$ cat config.mk
export PLATFORM = sky130hd
export DESIGN_NAME = fibo_seq_gen
export DESIGN_NICKNAME = d
export VERILOG_FILES = /design/src/rtl/fibo_pkg.sv /design/src/rtl/fibo_seq_gen_tick_div.sv /design/src/rtl/fibo_seq_gen.sv
export SDC_FILE = /design/constraint.sdc
export NUM_CORES = 1
export LEC_CHECK = 0
export CAP_MARGIN = 20
export CORE_MARGIN = 2
export CORE_UTILIZATION = 33
export DETAILED_ROUTE_END_ITERATION = 8
export HOLD_SLACK_MARGIN = 0.03
export PLACE_DENSITY = 0.52
export SLEW_MARGIN = 20
export SYNTH_ARGS = -nofsm -noshare
export SYNTH_HDL_FRONTEND = slang
export SYNTH_SLANG_ARGS = --single-unit
$ cat constraint.sdc
create_clock -name clk -period 5.1 [get_ports clk]
set_input_delay 0.51 -clock clk [delete_from_list [all_inputs] [get_ports clk]]
set_output_delay 0.51 -clock clk [all_outputs]
set_load 0.01 [all_outputs]
$ cat src/rtl/fibo_pkg.sv
// ----------------------------------------------------------------------------
// fibo_pkg
// Shared definitions for the Fibonacci LED pattern generator and its helpers.
//   mode_e      : run-mode encodings driven on the generator's mode input
//   clog2_min1  : ceil(log2(value)) with a floor of one bit, for counters
//                 whose terminal value may be zero
// ----------------------------------------------------------------------------
package fibo_pkg;

   typedef enum logic [1:0] {
      MODE_WRAP   = 2'b00,
      MODE_BOUNCE = 2'b01,
      MODE_HOLD   = 2'b10,
      MODE_STEP   = 2'b11
   } mode_e;

   function automatic int clog2_min1(input int value);
      return (value <= 1) ? 1 : $clog2(value);
   endfunction

endpackage

$ cat src/rtl/fibo_seq_gen_tick_div.sv
// ----------------------------------------------------------------------------
// tick_div
// Free-running clock divider shared by the LED pattern blocks. The counter
// runs 0..DIV-1 and wraps; pulse is high during the cycle the counter sits
// at DIV-1, so one pulse is produced every DIV clocks.
//   clk   : system clock
//   reset : synchronous, active-high; counter to 0
//   clr   : synchronous clear; counter held at 0 while high
//   pulse : high for one clock out of every DIV (always high when DIV=1)
// ----------------------------------------------------------------------------
module tick_div
   import fibo_pkg::*;
#(
   parameter int DIV = 1
) (
   input  logic clk,
   input  logic reset,
   input  logic clr,
   output logic pulse
);

   localparam int            CW   = clog2_min1(DIV);
   localparam logic [CW-1:0] LAST = CW'(DIV - 1);

   logic [CW-1:0] cnt_q;
   logic [CW-1:0] cnt_d;

   always_comb begin
      cnt_d = cnt_q;
      if (clr || (cnt_q == LAST)) begin
         cnt_d = '0;
      end else begin
         cnt_d = cnt_q + CW'(1);
      end
   end

   always_ff @(posedge clk) begin
      if (reset) begin
         cnt_q <= '0;
      end else begin
         cnt_q <= cnt_d;
      end
   end

   assign pulse = (cnt_q == LAST);

endmodule

$ cat src/rtl/fibo_seq_gen.sv
// ----------------------------------------------------------------------------
// fibo_seq_gen
// Fibonacci pattern generator for LEDs / display drivers. Holds the pair
// (F(n), F(n+1)) and advances forward or backward through the sequence,
// either at a decimated rate (run modes) or on explicit step requests.
//   clk     : system clock
//   reset   : synchronous, active-high
//   mode    : 00 run-wrap, 01 run-bounce, 10 hold, 11 single-step
//   step    : advance request, used only in single-step mode
//   restart : synchronous return to F(0); same effect as reset
//   out     : current value F(n)
//   dir     : 0 forward, 1 reverse
//   tick    : one-clock pulse with every advance
//   wrap    : one-clock pulse on a wrap to 0 or a bounce turnaround
// All outputs are registers; there is no combinational input-to-output path.
// ----------------------------------------------------------------------------
module fibo_seq_gen
   import fibo_pkg::*;
#(
   parameter int WIDTH      = 8,
   parameter int DECIMATION = 1000000
) (
   input  logic             clk,
   input  logic             reset,
   input  logic [1:0]       mode,
   input  logic             step,
   input  logic             restart,
   output logic [WIDTH-1:0] out,
   output logic             dir,
   output logic             tick,
   output logic             wrap
);

   localparam logic [WIDTH:0] FB_INIT = {{WIDTH{1'b0}}, 1'b1};

   mode_e mode_s;
   logic  run_mode;
   logic  div_pulse;
   logic  adv;

   // fa is F(n); fb is F(n+1), one bit wider so the out-of-range successor
   // can be detected instead of silently truncated.
   logic [WIDTH-1:0] fa_q, fa_d;
   logic [WIDTH:0]   fb_q, fb_d;
   logic             dir_q, dir_d;
   logic             tick_q, tick_d;
   logic             wrap_q, wrap_d;

   logic [WIDTH:0]   fwd_sum;
   logic [WIDTH:0]   rev_diff;

   assign mode_s   = mode_e'(mode);
   assign run_mode = (mode_s == MODE_WRAP) || (mode_s == MODE_BOUNCE);

   // The divider is parked at zero outside run modes, so re-entering a run
   // mode always waits a full DECIMATION period before the first advance.
   tick_div #(
      .DIV   (DECIMATION)
   ) u_tick_div (
      .clk   (clk),
      .reset (reset),
      .clr   (restart | ~run_mode),
      .pulse (div_pulse)
   );

   always_comb begin
      adv = 1'b0;
      case (mode_s)
         MODE_WRAP, MODE_BOUNCE: adv = div_pulse;
         MODE_STEP:              adv = step;
         default:                adv = 1'b0;
      endcase
   end

   // Both neighbours of the current pair; only one is used per advance.
   assign fwd_sum  = {1'b0, fa_q} + fb_q;
   assign rev_diff = fb_q - {1'b0, fa_q};

   always_comb begin
      fa_d   = fa_q;
      fb_d   = fb_q;
      dir_d  = dir_q;
      tick_d = 1'b0;
      wrap_d = 1'b0;
      if (restart) begin
         fa_d  = '0;
         fb_d  = FB_INIT;
         dir_d = 1'b0;
      end else if (adv) begin
         tick_d = 1'b1;
         if (!dir_q) begin
            if (!fb_q[WIDTH]) begin
               fa_d = fb_q[WIDTH-1:0];
               fb_d = fwd_sum;
            end else if (mode_s == MODE_BOUNCE) begin
               // Top turnaround: flip and take the reverse step right away
               // so the peak value is not shown twice.
               dir_d  = 1'b1;
               wrap_d = 1'b1;
               fa_d   = rev_diff[WIDTH-1:0];
               fb_d   = {1'b0, fa_q};
            end else begin
               fa_d   = '0;
               fb_d   = FB_INIT;
               wrap_d = 1'b1;
            end
         end else begin
            if (fa_q != '0) begin
               fa_d = rev_diff[WIDTH-1:0];
               fb_d = {1'b0, fa_q};
            end else begin
               // Bottom turnaround: (0,1) steps forward to (1,1).
               dir_d  = 1'b0;
               wrap_d = 1'b1;
               fa_d   = fb_q[WIDTH-1:0];
               fb_d   = fwd_sum;
            end
         end
      end
   end

   always_ff @(posedge clk) begin
      if (reset) begin
         fa_q   <= '0;
         fb_q   <= FB_INIT;
         dir_q  <= 1'b0;
         tick_q <= 1'b0;
         wrap_q <= 1'b0;
      end else begin
         fa_q   <= fa_d;
         fb_q   <= fb_d;
         dir_q  <= dir_d;
         tick_q <= tick_d;
         wrap_q <= wrap_d;
      end
   end

   assign out  = fa_q;
   assign dir  = dir_q;
   assign tick = tick_q;
   assign wrap = wrap_q;

endmodule

==> impl_metrics.yaml <==
run_status:
  status: "complete, no violations"
setup_path:
  crit_type: "flip-flop to flip-flop"
  crit_arrival_ns: 2.84
  max_stage_delay_ns: 0.47
  critPathLaunch: "out[2]$_SDFFE_PP0P_"
  cp_max_fo: 9
  reg2reg_setup_slack_ns: 2.50
  cp_cell_sequence: "inv_1, ha_1, o21bai_1, a2111oi_2, nor2_1, o21ai_0, nand2b_1, ha_1, o221ai_1, o21ai_0, nor2_1"
  r2r-start: "out[2]$_SDFFE_PP0P_"
  crit_family: "compound AO/OA/AOI/OAI gates"
  critPathSlowestCell: "ha_1"
  worstSetupEndpointType: "flip-flop"
  cp_data_required_time_ns: 5.34
  ff2ff_path_depth: 11
  rr_endpoint: "fb_q[8]$_SDFFE_PP0P_"
  worst-path-buf-inv: 1
  cp-start-kind: "flip-flop"
grt:
  grt_usage_pct: 14.5
  grt_max_degree: 23
  grt_pass1_vias: 1773
  grt_pass1_wl_mm: 8.85
  antenna_found_initial: 0
  overflow: 0
route:
  drtIter0Drc: 146
  firstDrtPassIters: 4
  detail-route-antenna-nets: 0
  drt_wl_total_mm: 5.37
  drc: 0
  wire_per_inst_um: 13.6
  vias: 1977
  viasPerCell: 5.02
synth:
  synth_area_um2: 2410
  ys_seq_elements: 40
  ys_seq_area_share_pct: 33.2
  syn_area_per_cell_um2: 8.51
  synth-edff-count: 0
  yosysTopAreaCellShare_pct: 33.2
  yosysUniqueCellTypes: 48
  synth_warnings: 0
  ys.flop_type: "dfxtp_1"
  ys_top_cells_by_area: "dfxtp_1, ha_1, xor2_1, nor2_1, o21ai_0"
  synth.largest_area_cell: "dfxtp_1"
  async_reset_ff_share_pct: 0
  synth_nets: 309
  syn_inst: 283
floorplan:
  die-area_um2: 8000
  rows: 31
  die_h_um: 89.4
  core_area_um2: 7180
  start_util_pct: 33.6
  dieWidth_um: 89.4
  io_pins: 17
worst_hold_path:
  hp-start: "u_tick_div.cnt_q[0]$_SDFF_PP0_"
  hold_path.class: "flip-flop to flip-flop"
  min_path_cells: 1
  whs_endpoint: "u_tick_div.cnt_q[0]$_SDFF_PP0_"
clock_tree:
  cts_buffers: 5
  clk_latency_ns: 0.30
  cts_tree: "yes"
  cts_resized: 0
  postCtsHoldBufs: 0
  path_clk_slew_ns: 0.09
  post_cts_buffers: 0
  htreeDepth: 2
  cts_max_path_buffers: 2
  cts.sinks: 40
  cts_root_buffer: "clkbuf_8"
layout:
  drive_gt1_share_pct: 6.10
  area_growth_pct: 14.1
  antenna_cells: 0
  fin_nets: 320
  layoutNonFillerInstCount: 394
power_and_ir_drop:
  p_per_area_nw_per_um2: 238
  total_power_mw: 0.653
  p_leak_nw: 1.01
  vdd_drop_max_uv: 111
place:
  dp.final_hpwl_mm: 3.83
  gp_congestion: 0.785
  pre_cts_ws_ns: 2.51
  portBuffers: 16
  dp_cells: 386
sta:
  relSlewSlack_pct: 47.1
  hold_slack_ns: 0.467
  tightest_slew_ns: 0.794
  finalCritPeriodShare_pct: 51.1
  finalHoldViolCount: 0
  rsz0062_at_grt: "false"
  tns_ns: 0
  setup_slack_ns: 2.50
  fmax_mhz: 384
  drv_slew: 0
  finalClockSkew_ns: 0.0105
  finalCriticalPeriod_ns: 2.60
  setup_viol: 0
run:
  cap_violations: 0
## power by group
part / internal, mW / leakage (nW) / total (mW) / switching, mW
sequential: 0.316 / 0.323 / 0.320 / 0.00466
combinational: 0.0255 / 0.624 / 0.0580 / 0.0325
clock: 0.148 / 0.0583 / 0.275 / 0.127
## cell usage after synthesis, types with 2 or more instances
cell type and number:
fa_1 2, o21bai_1 4, buf_2 9, xnor2_1 10
nor3_1 6, nand3_1 10, inv_1 18, nand2_1 11
and2_1 3, and3_1 8, o221ai_1 2, o21a_1 5
ha_1 18, xor2_1 16, o21ai_0 20, a21oi_1 13
clkbuf_1 3, a221oi_1 8, nor2b_1 5, a211oi_1 7
nor2_1 36, dfxtp_1 40, a22oi_1 3, nand4_1 2
## how the worst max path moves through the flow
stage                                      end  slack, ns  cells after the start
after global routing      fb_q[8]$_SDFFE_PP0P_       2.15                     11
final                     fb_q[8]$_SDFFE_PP0P_       2.50                     11
after floorplan           fb_q[8]$_SDFFE_PP0P_       2.81                     12
after global placement    fb_q[8]$_SDFFE_PP0P_       2.54                     11
after CTS                 fb_q[8]$_SDFFE_PP0P_       2.48                     11
after detailed placement  fb_q[8]$_SDFFE_PP0P_       2.51                     11
## kinds of logic after synthesis
logic type	count (synthesis)	synth area share, %
AND/OR/NAND/NOR	92	19.2
flip-flops	40	33.2
XOR/XNOR	26	9.45
adder cells (fa/ha/maj)	20	11.0
buffers and inverters	32	5.77
AO/OA/AOI/OAI	73	21.3
## registers in the layout, indices dropped and copies added, names as in the netlist
| signal | count |
|---|---|
| out | 8 |
| wrap | 1 |
| tick | 1 |
| u_tick_div.cnt_q | 20 |
| fb_q | 9 |
| dir | 1 |
## final cells by class
type | instances | area (um2)
fillers | 740 | 4430
inverters | 19 | 71.3
clock inverters | 3 | 47.5
clock buffers | 5 | 68.8
multi-input cells | 211 | 1470
flip-flops and latches | 40 | 801
well taps | 99 | 124
repair buffers | 17 | 168
## cells in the final DEF, fill, tap and decap left out, drive strengths merged, types with 3 or more instances in the layout
| cell | Yosys | final |
|---|---|---|
| a211oi | 7 | 7 |
| inv | 19 | 19 |
| o21bai | 4 | 4 |
| dfxtp | 40 | 40 |
| a22oi | 3 | 3 |
| a221oi | 9 | 9 |
| o21ai | 21 | 21 |
| nand2 | 11 | 11 |
| and3 | 8 | 8 |
| a21oi | 13 | 13 |
| ha | 18 | 18 |
| clkbuf | 3 | 5 |
| clkdlybuf4s50 | 0 | 16 |
| xor2 | 16 | 16 |
| nor2 | 36 | 36 |
| o21a | 5 | 5 |
| nor3 | 6 | 6 |
| and2 | 3 | 3 |
| nor2b | 5 | 5 |
| xnor2 | 10 | 10 |
| nand3 | 10 | 10 |
## routing by layer
metal,up-vias,GRT usage [%],part of all wire (%)
met2,46,21.3,43
met3,6,3.51,4.8
met4,0,4.07,1.2
met5,-,0,0
met1,902,21.0,51
li1,1023,-,-
## per-stage QoR
stage / area (um2) / utilization (%)
after floorplan: 2410 / -
after global placement: 2630 / 36.7
after detailed placement: 2630 / 36.7
after CTS: 2750 / 38.3
after global routing: 2750 / 38.3
final: 2750 / 38.3
Power figures use the tool's default switching activity.
